## config.mk

```make
export PLATFORM = sky130hd
export DESIGN_NAME = fb_write_port_flat
export DESIGN_NICKNAME = d
export VERILOG_FILES = /design/src/rtl/fb_write_port_if.sv /design/src/rtl/fb_write_port.sv /design/src/flat_wrapper.sv
export SDC_FILE = /design/constraint.sdc
export NUM_CORES = 1
export LEC_CHECK = 0
export CAP_MARGIN = 20
export CORE_ASPECT_RATIO = 1.2
export CORE_MARGIN = 8
export CORE_UTILIZATION = 50
export DETAILED_ROUTE_END_ITERATION = 8
export PLACE_DENSITY_LB_ADDON = 0.3
export SLEW_MARGIN = 20
export SYNTH_ARGS = -nofsm -noshare
export SYNTH_HDL_FRONTEND = slang
export SYNTH_SLANG_ARGS = --single-unit
export TNS_END_PERCENT = 100
```

## constraint.sdc

```tcl
create_clock -name clock -period 4.6 [get_ports clock]
set_clock_uncertainty 0.15 [all_clocks]
set_input_delay 0.92 -clock clock [delete_from_list [all_inputs] [get_ports clock]]
set_output_delay 0.92 -clock clock [all_outputs]
set_load 0.02 [all_outputs]
```

## src/rtl/fb_write_port_if.sv

```systemverilog
// Drawer pixel handshake and frame-buffer write bus for fb_write_port.
// Master is the drawer/frame-buffer side. Slave is the write port itself.
interface fb_write_port_if;
    logic        in_valid;
    logic        in_ready;
    logic [8:0]  in_x;
    logic [7:0]  in_y;
    logic [5:0]  in_colour;
    logic        fb_stall;
    logic        fb_we;
    logic [16:0] fb_addr;
    logic [5:0]  fb_data;
    logic        clipped;
    logic [16:0] pix_count;
    logic        idle;

    modport master (
        output in_valid, in_x, in_y, in_colour, fb_stall,
        input  in_ready, fb_we, fb_addr, fb_data, clipped, pix_count, idle
    );

    modport slave (
        input  in_valid, in_x, in_y, in_colour, fb_stall,
        output in_ready, fb_we, fb_addr, fb_data, clipped, pix_count, idle
    );
endinterface

```

## src/rtl/fb_write_port.sv

```systemverilog
// Frame-buffer write port: FIFO-buffers drawer pixels, clips off-screen ones and emits linear writes.
// Optional macro FB_TRANSPARENT_EN: colour 6'h3F on-screen is silently skipped (sprite key).
module fb_write_port #(
    parameter int unsigned WIDTH  = 320,
    parameter int unsigned HEIGHT = 240,
    parameter int unsigned DEPTH  = 4
) (
    input  logic             clock,
    input  logic             reset,
    fb_write_port_if.slave   bus
);
    localparam int unsigned PTR_W  = $clog2(DEPTH);
    localparam int unsigned ADDR_W = 17;
    localparam int unsigned COL_W  = 6;
    localparam logic [COL_W-1:0] KEY_COLOUR = COL_W'(6'h3F);

    typedef struct packed {
        logic [8:0]       x;
        logic [7:0]       y;
        logic [COL_W-1:0] colour;
    } pixel_t;

    pixel_t            mem [DEPTH];
    logic [PTR_W:0]    wr_ptr;
    logic [PTR_W:0]    rd_ptr;
    logic              full_c;
    logic              empty_c;
    logic              push_c;
    logic              pop_c;
    logic              on_screen_c;
    logic              skip_c;
    pixel_t            head_c;

    logic              fb_we_q;
    logic [ADDR_W-1:0] fb_addr_q;
    logic [COL_W-1:0]  fb_data_q;
    logic              clipped_q;
    logic [ADDR_W-1:0] pix_count_q;

    // Pointers carry one extra wrap bit so full and empty are distinguishable.
    always_comb begin
        full_c      = (wr_ptr[PTR_W] != rd_ptr[PTR_W]) &&
                      (wr_ptr[PTR_W-1:0] == rd_ptr[PTR_W-1:0]);
        empty_c     = (wr_ptr == rd_ptr);
        push_c      = bus.in_valid && !full_c;
        pop_c       = !bus.fb_stall && !empty_c;
        head_c      = mem[rd_ptr[PTR_W-1:0]];
        on_screen_c = (10'(head_c.x) < 10'(WIDTH)) && (9'(head_c.y) < 9'(HEIGHT));
`ifdef FB_TRANSPARENT_EN
        skip_c      = (head_c.colour == KEY_COLOUR);
`else
        skip_c      = 1'b0;
`endif
    end

    always_ff @(posedge clock) begin
        if (push_c) begin
            mem[wr_ptr[PTR_W-1:0]] <= '{x: bus.in_x, y: bus.in_y, colour: bus.in_colour};
        end
    end

    // Output stage: while stalled everything holds except the clipped pulse.
    always_ff @(posedge clock) begin
        if (reset) begin
            wr_ptr      <= '0;
            rd_ptr      <= '0;
            fb_we_q     <= 1'b0;
            fb_addr_q   <= '0;
            fb_data_q   <= '0;
            clipped_q   <= 1'b0;
            pix_count_q <= '0;
        end else begin
            if (push_c) begin
                wr_ptr <= wr_ptr + (PTR_W+1)'(1);
            end
            if (pop_c) begin
                rd_ptr <= rd_ptr + (PTR_W+1)'(1);
            end
            clipped_q <= 1'b0;
            if (!bus.fb_stall) begin
                fb_we_q <= 1'b0;
                if (!empty_c) begin
                    if (!on_screen_c) begin
                        clipped_q <= 1'b1;
                    end else if (!skip_c) begin
                        fb_we_q     <= 1'b1;
                        fb_addr_q   <= ADDR_W'(head_c.y) * ADDR_W'(WIDTH) + ADDR_W'(head_c.x);
                        fb_data_q   <= head_c.colour;
                        pix_count_q <= pix_count_q + ADDR_W'(1);
                    end
                end
            end
        end
    end

    assign bus.in_ready  = !full_c;
    assign bus.idle      = empty_c && !fb_we_q;
    assign bus.fb_we     = fb_we_q;
    assign bus.fb_addr   = fb_addr_q;
    assign bus.fb_data   = fb_data_q;
    assign bus.clipped   = clipped_q;
    assign bus.pix_count = pix_count_q;
endmodule
```

## src/flat_wrapper.sv

```systemverilog
// flat-port wrapper written by rule: the top's interface ports become plain ports
module fb_write_port_flat 
#(
    parameter int unsigned WIDTH  = 320,
    parameter int unsigned HEIGHT = 240,
    parameter int unsigned DEPTH  = 4
)
  (clock, reset, bus_in_valid, bus_in_x, bus_in_y, bus_in_colour, bus_fb_stall, bus_in_ready, bus_fb_we, bus_fb_addr, bus_fb_data, bus_clipped, bus_pix_count, bus_idle);
  fb_write_port_if bus_i ();
  input  logic clock;
  input  logic reset;
  input wire logic [$bits(bus_i.in_valid)-1:0] bus_in_valid;
  input wire logic [$bits(bus_i.in_x)-1:0] bus_in_x;
  input wire logic [$bits(bus_i.in_y)-1:0] bus_in_y;
  input wire logic [$bits(bus_i.in_colour)-1:0] bus_in_colour;
  input wire logic [$bits(bus_i.fb_stall)-1:0] bus_fb_stall;
  output wire logic [$bits(bus_i.in_ready)-1:0] bus_in_ready;
  output wire logic [$bits(bus_i.fb_we)-1:0] bus_fb_we;
  output wire logic [$bits(bus_i.fb_addr)-1:0] bus_fb_addr;
  output wire logic [$bits(bus_i.fb_data)-1:0] bus_fb_data;
  output wire logic [$bits(bus_i.clipped)-1:0] bus_clipped;
  output wire logic [$bits(bus_i.pix_count)-1:0] bus_pix_count;
  output wire logic [$bits(bus_i.idle)-1:0] bus_idle;
  assign bus_i.in_valid = bus_in_valid;
  assign bus_i.in_x = bus_in_x;
  assign bus_i.in_y = bus_in_y;
  assign bus_i.in_colour = bus_in_colour;
  assign bus_i.fb_stall = bus_fb_stall;
  assign bus_in_ready = bus_i.in_ready;
  assign bus_fb_we = bus_i.fb_we;
  assign bus_fb_addr = bus_i.fb_addr;
  assign bus_fb_data = bus_i.fb_data;
  assign bus_clipped = bus_i.clipped;
  assign bus_pix_count = bus_i.pix_count;
  assign bus_idle = bus_i.idle;
  fb_write_port #(.WIDTH(WIDTH), .HEIGHT(HEIGHT), .DEPTH(DEPTH)) u_core (.clock(clock), .reset(reset), .bus(bus_i));
endmodule
```

==> insert_results.sql <==
INSERT INTO impl_metrics (metric_group, metric, value, unit) VALUES
('synthesis', 'synthesis.instances', '396', ''),
('sta', 'final_cycle_utilization_of_the_critical_path', '80.7', '%'),
('cells_and_area', 'area.sequential', '0.00376', 'mm^2'),
('sta', 'timing.final.hold_violations', '0', ''),
('drt', 'met1_length', '4800', 'um'),
('power_and_ir_drop', 'power.density_cell_area', '541', 'mW/mm^2'),
('drt', 'via_count', '3435', ''),
('power_and_ir_drop', 'ir_drop', '327', 'uV'),
('drt', 'drt_total_wl', '11100', 'um'),
('worst_setup_path', 'cp-end-kind', 'register', ''),
('worst_setup_path', 'worst-endpoint-required', '4770', 'ps'),
('cells_and_area', 'nets', '527', ''),
('drt', 'wl_met3', '711', 'um'),
('die', 'design.die.area', '0.0155', 'mm^2'),
('synthesis', 'yosysWarnings', '0', ''),
('cts', 'ctsRootBufferMaster', 'clkbuf_16', ''),
('worst_setup_path', 'crit_path_start_kind', 'register', ''),
('drt', 'met2WireLength', '5460', 'um'),
('drt', 'drtIter0Drc', '155', ''),
('synthesis', 'syn_nets', '446', ''),
('die', 'design.core.area', '0.0115', 'mm^2'),
('sta', 'worst_slew_pin_slew', '959', 'ps'),
('sta', 'finalSetupViolCount', '0', ''),
('cells_and_area', 'multi_input_area', '0.00201', 'mm^2'),
('power_and_ir_drop', 'pwr-share-comb', '25.4', '%'),
('cts', 'max-clock-path-buffers', '2', ''),
('global_route', 'grt_max_degree', '51', ''),
('power_and_ir_drop', 'p_sw_share', '27.7', '%'),
('drt', 'drcViolationCount', '0', ''),
('sta', 'timing.final.max_slew_violations', '0', ''),
('drt', 'final_antenna_net_count', '0', ''),
('drt', 'avgRoutedWirePerCell', '17.1', 'um'),
('place', 'hpwlAfterDp', '7410', 'um'),
('synthesis', 'synthesis.area', '0.00588', 'mm^2'),
('cts', 'cts_repair_resize_count', '0', ''),
('cts', 'max_h_tree_level', '4', ''),
('place', 'gp_routability_congestion', '0.768', ''),
('die', 'fp-row-count', '43', ''),
('status', 'outcome', 'finished, final reports clean', ''),
('die', 'io_pins', '71', ''),
('synthesis', 'postSynth.asyncResetShare', '0', '%'),
('global_route', 'global_route_wire_length_before_repair', '17700', 'um'),
('worst_setup_path', 'crit_path_max_fanout', '12', ''),
('sta', 'setup-tns-final', '0', 'ps'),
('synthesis', 'synth_area_in_compound_gates', '3.38', '%'),
('cts', 'clock_latency', '410', 'ps'),
('synthesis', 'synth-simple-area-share', '9.12', '%'),
('sta', 'hold_slack', '341', 'ps'),
('run', 'maxCapViolCount', '0', ''),
('die', 'die_width', '115', 'um'),
('cts', 'worst_setup_hold_path_clk_slew', '60', 'ps'),
('synthesis', 'post_synthesis_mux_area_share', '11.9', '%'),
('drt', 'maxUsedRoutingLayer', 'met4', ''),
('worst_hold_path', 'worstHoldPathType', 'reg2reg', ''),
('worst_setup_path', 'crit_path_top_delay_cell', 'mux4_2', ''),
('sta', 'final.min_clock_period', '3710', 'ps'),
('synthesis', 'postSynthRegisterBits', '142', ''),
('synthesis', 'post_synth.cell_area_avg', '14.9', 'um^2'),
('sta', 'rsz0062_at_grt', 'no', ''),
('die', 'fp.dieH', '135', 'um'),
('cts', 'numClockSinks', '142', ''),
('global_route', 'total_overflow_reported_by_the_global_router', '0', ''),
('synthesis', 'yosysUniqueCellTypes', '42', ''),
('cells_and_area', 'antennaDiodeCount', '0', ''),
('power_and_ir_drop', 'power_leakage', '2.59', 'nW'),
('cells_and_area', 'fill_cells', '887', ''),
('synthesis', 'seq_area_frac_synth', '64.0', '%'),
('power_and_ir_drop', 'pwr-share-seq', '37.9', '%'),
('drt', 'drt_first_pass_iters', '4', ''),
('cts', 'tritoncts', 'yes', ''),
('cells_and_area', 'area_growth', '25.9', '%');
final cells by class:
type	instances	area share (%)
multi-input combinational	231	27.2
timing repair buffer	79	10.3
tap	157	2.65
inverter	6	0.304
clock inverter	12	2.43
sequential	142	50.8
clock buffer	20	6.30
synthesized netlist by cell type, types with 3 or more instances:
master / number
edfxtp_1: 92
dfxtp_1: 50
nor2_1: 50
mux4_2: 23
ha_1: 21
mux2i_1: 18
xor2_1: 18
xnor2_1: 13
nand4_1: 11
and3_1: 8
clkbuf_1: 8
nand2_1: 8
o21ai_0: 8
a211oi_1: 7
a21oi_1: 7
inv_1: 6
and2_1: 5
nand3_1: 4
and4_1: 3
buf_2: 3
nor2b_1: 3
nor3_1: 3
worst max-delay path, delay by kind of cell (launching register included):
kind	cells	cell delay, ps
flip-flops	1	590
multiplexers	1	600
adder cells (fa/ha/maj)	2	670
AND/OR/NAND/NOR	1	180
AO/OA/AOI/OAI	4	1250
XOR/XNOR	1	170
power by group through the flow:
stage / combinational (W) / sequential [W] / clock [W]
after floorplan: 0.000703 / 0.00157 / 0
after global placement: 0.000999 / 0.00154 / 0
after detailed placement: 0.00102 / 0.00155 / 0
after CTS: 0.00103 / 0.00152 / 0.00149
after global routing: 0.00112 / 0.00153 / 0.00155
final: 0.00102 / 0.00152 / 0.00147
layout by cell type, fill, tap and decap left out, types with 3 or more instances in the layout:
cell,netlist,layout
nand3_1,4,4
nand4_1,11,11
edfxtp_1,92,92
and2_1,5,5
nor3_1,3,3
dfxtp_1,50,49
xor2_1,18,18
inv_1,6,6
ha_1,21,21
and3_1,8,8
buf_4,2,9
o21ai_0,8,8
nand2_1,8,8
mux4_2,23,23
a211oi_1,7,7
a21oi_1,7,7
clkbuf_16,0,17
xnor2_1,13,13
clkbuf_8,0,3
bufinv_16,0,4
mux2i_1,18,18
nor2_1,50,50
and4_1,3,3
inv_6,0,3
nor2b_1,3,3
clkdlybuf4s50_1,0,69
final timing paths:
path	from	end	slack, ps	cells after the start
max	register	u_core.bus.fb_addr[15]	890	9
max reg2reg	register	u_core.bus.fb_addr[15]	890	9
min reg2reg	u_core.bus.fb_data[1]	u_core.bus.fb_data[1]	340	2
min	u_core.bus.fb_data[1]	u_core.bus.fb_data[1]	340	2
stage by stage:
step,instances,cell area [um^2],util [%],setup slack [ps]
2_1_floorplan,396,5880,-,546
3_3_place_gp,615,6760,58.7,957
3_5_place_dp,615,6760,58.7,883
4_1_cts,647,7410,64.3,869
5_1_grt,647,7410,64.3,564
6_report,647,7410,64.3,888
cell families (layout without fill, tap and decap cells):
family	after synthesis	count (layout)
buffers and inverters	23	117
muxes	41	41
AOI/OAI and AO/OA	31	31
DFF	142	142
and+or+nand+nor	105	105
xor gates and xnor gates	31	31
adders and majority gates	23	23
metal layers:
metal,vias to the layer above,GRT usage [%]
met3,15,5.63
met4,0,5.05
met5,-,0
met1,1686,17.4
met2,84,25.1
li1,1650,-
flip-flops by register name (all words and copies together) (netlist names), named ones only:
name,cells
u_core.bus.clipped,1
u_core.bus.fb_addr,17
u_core.bus.fb_data,6
u_core.bus.fb_we,1
u_core.bus.pix_count,17
u_core.mem,92
u_core.rd_ptr,3
u_core.wr_ptr,3
Note: power is estimated with default switching activity, not from simulation.
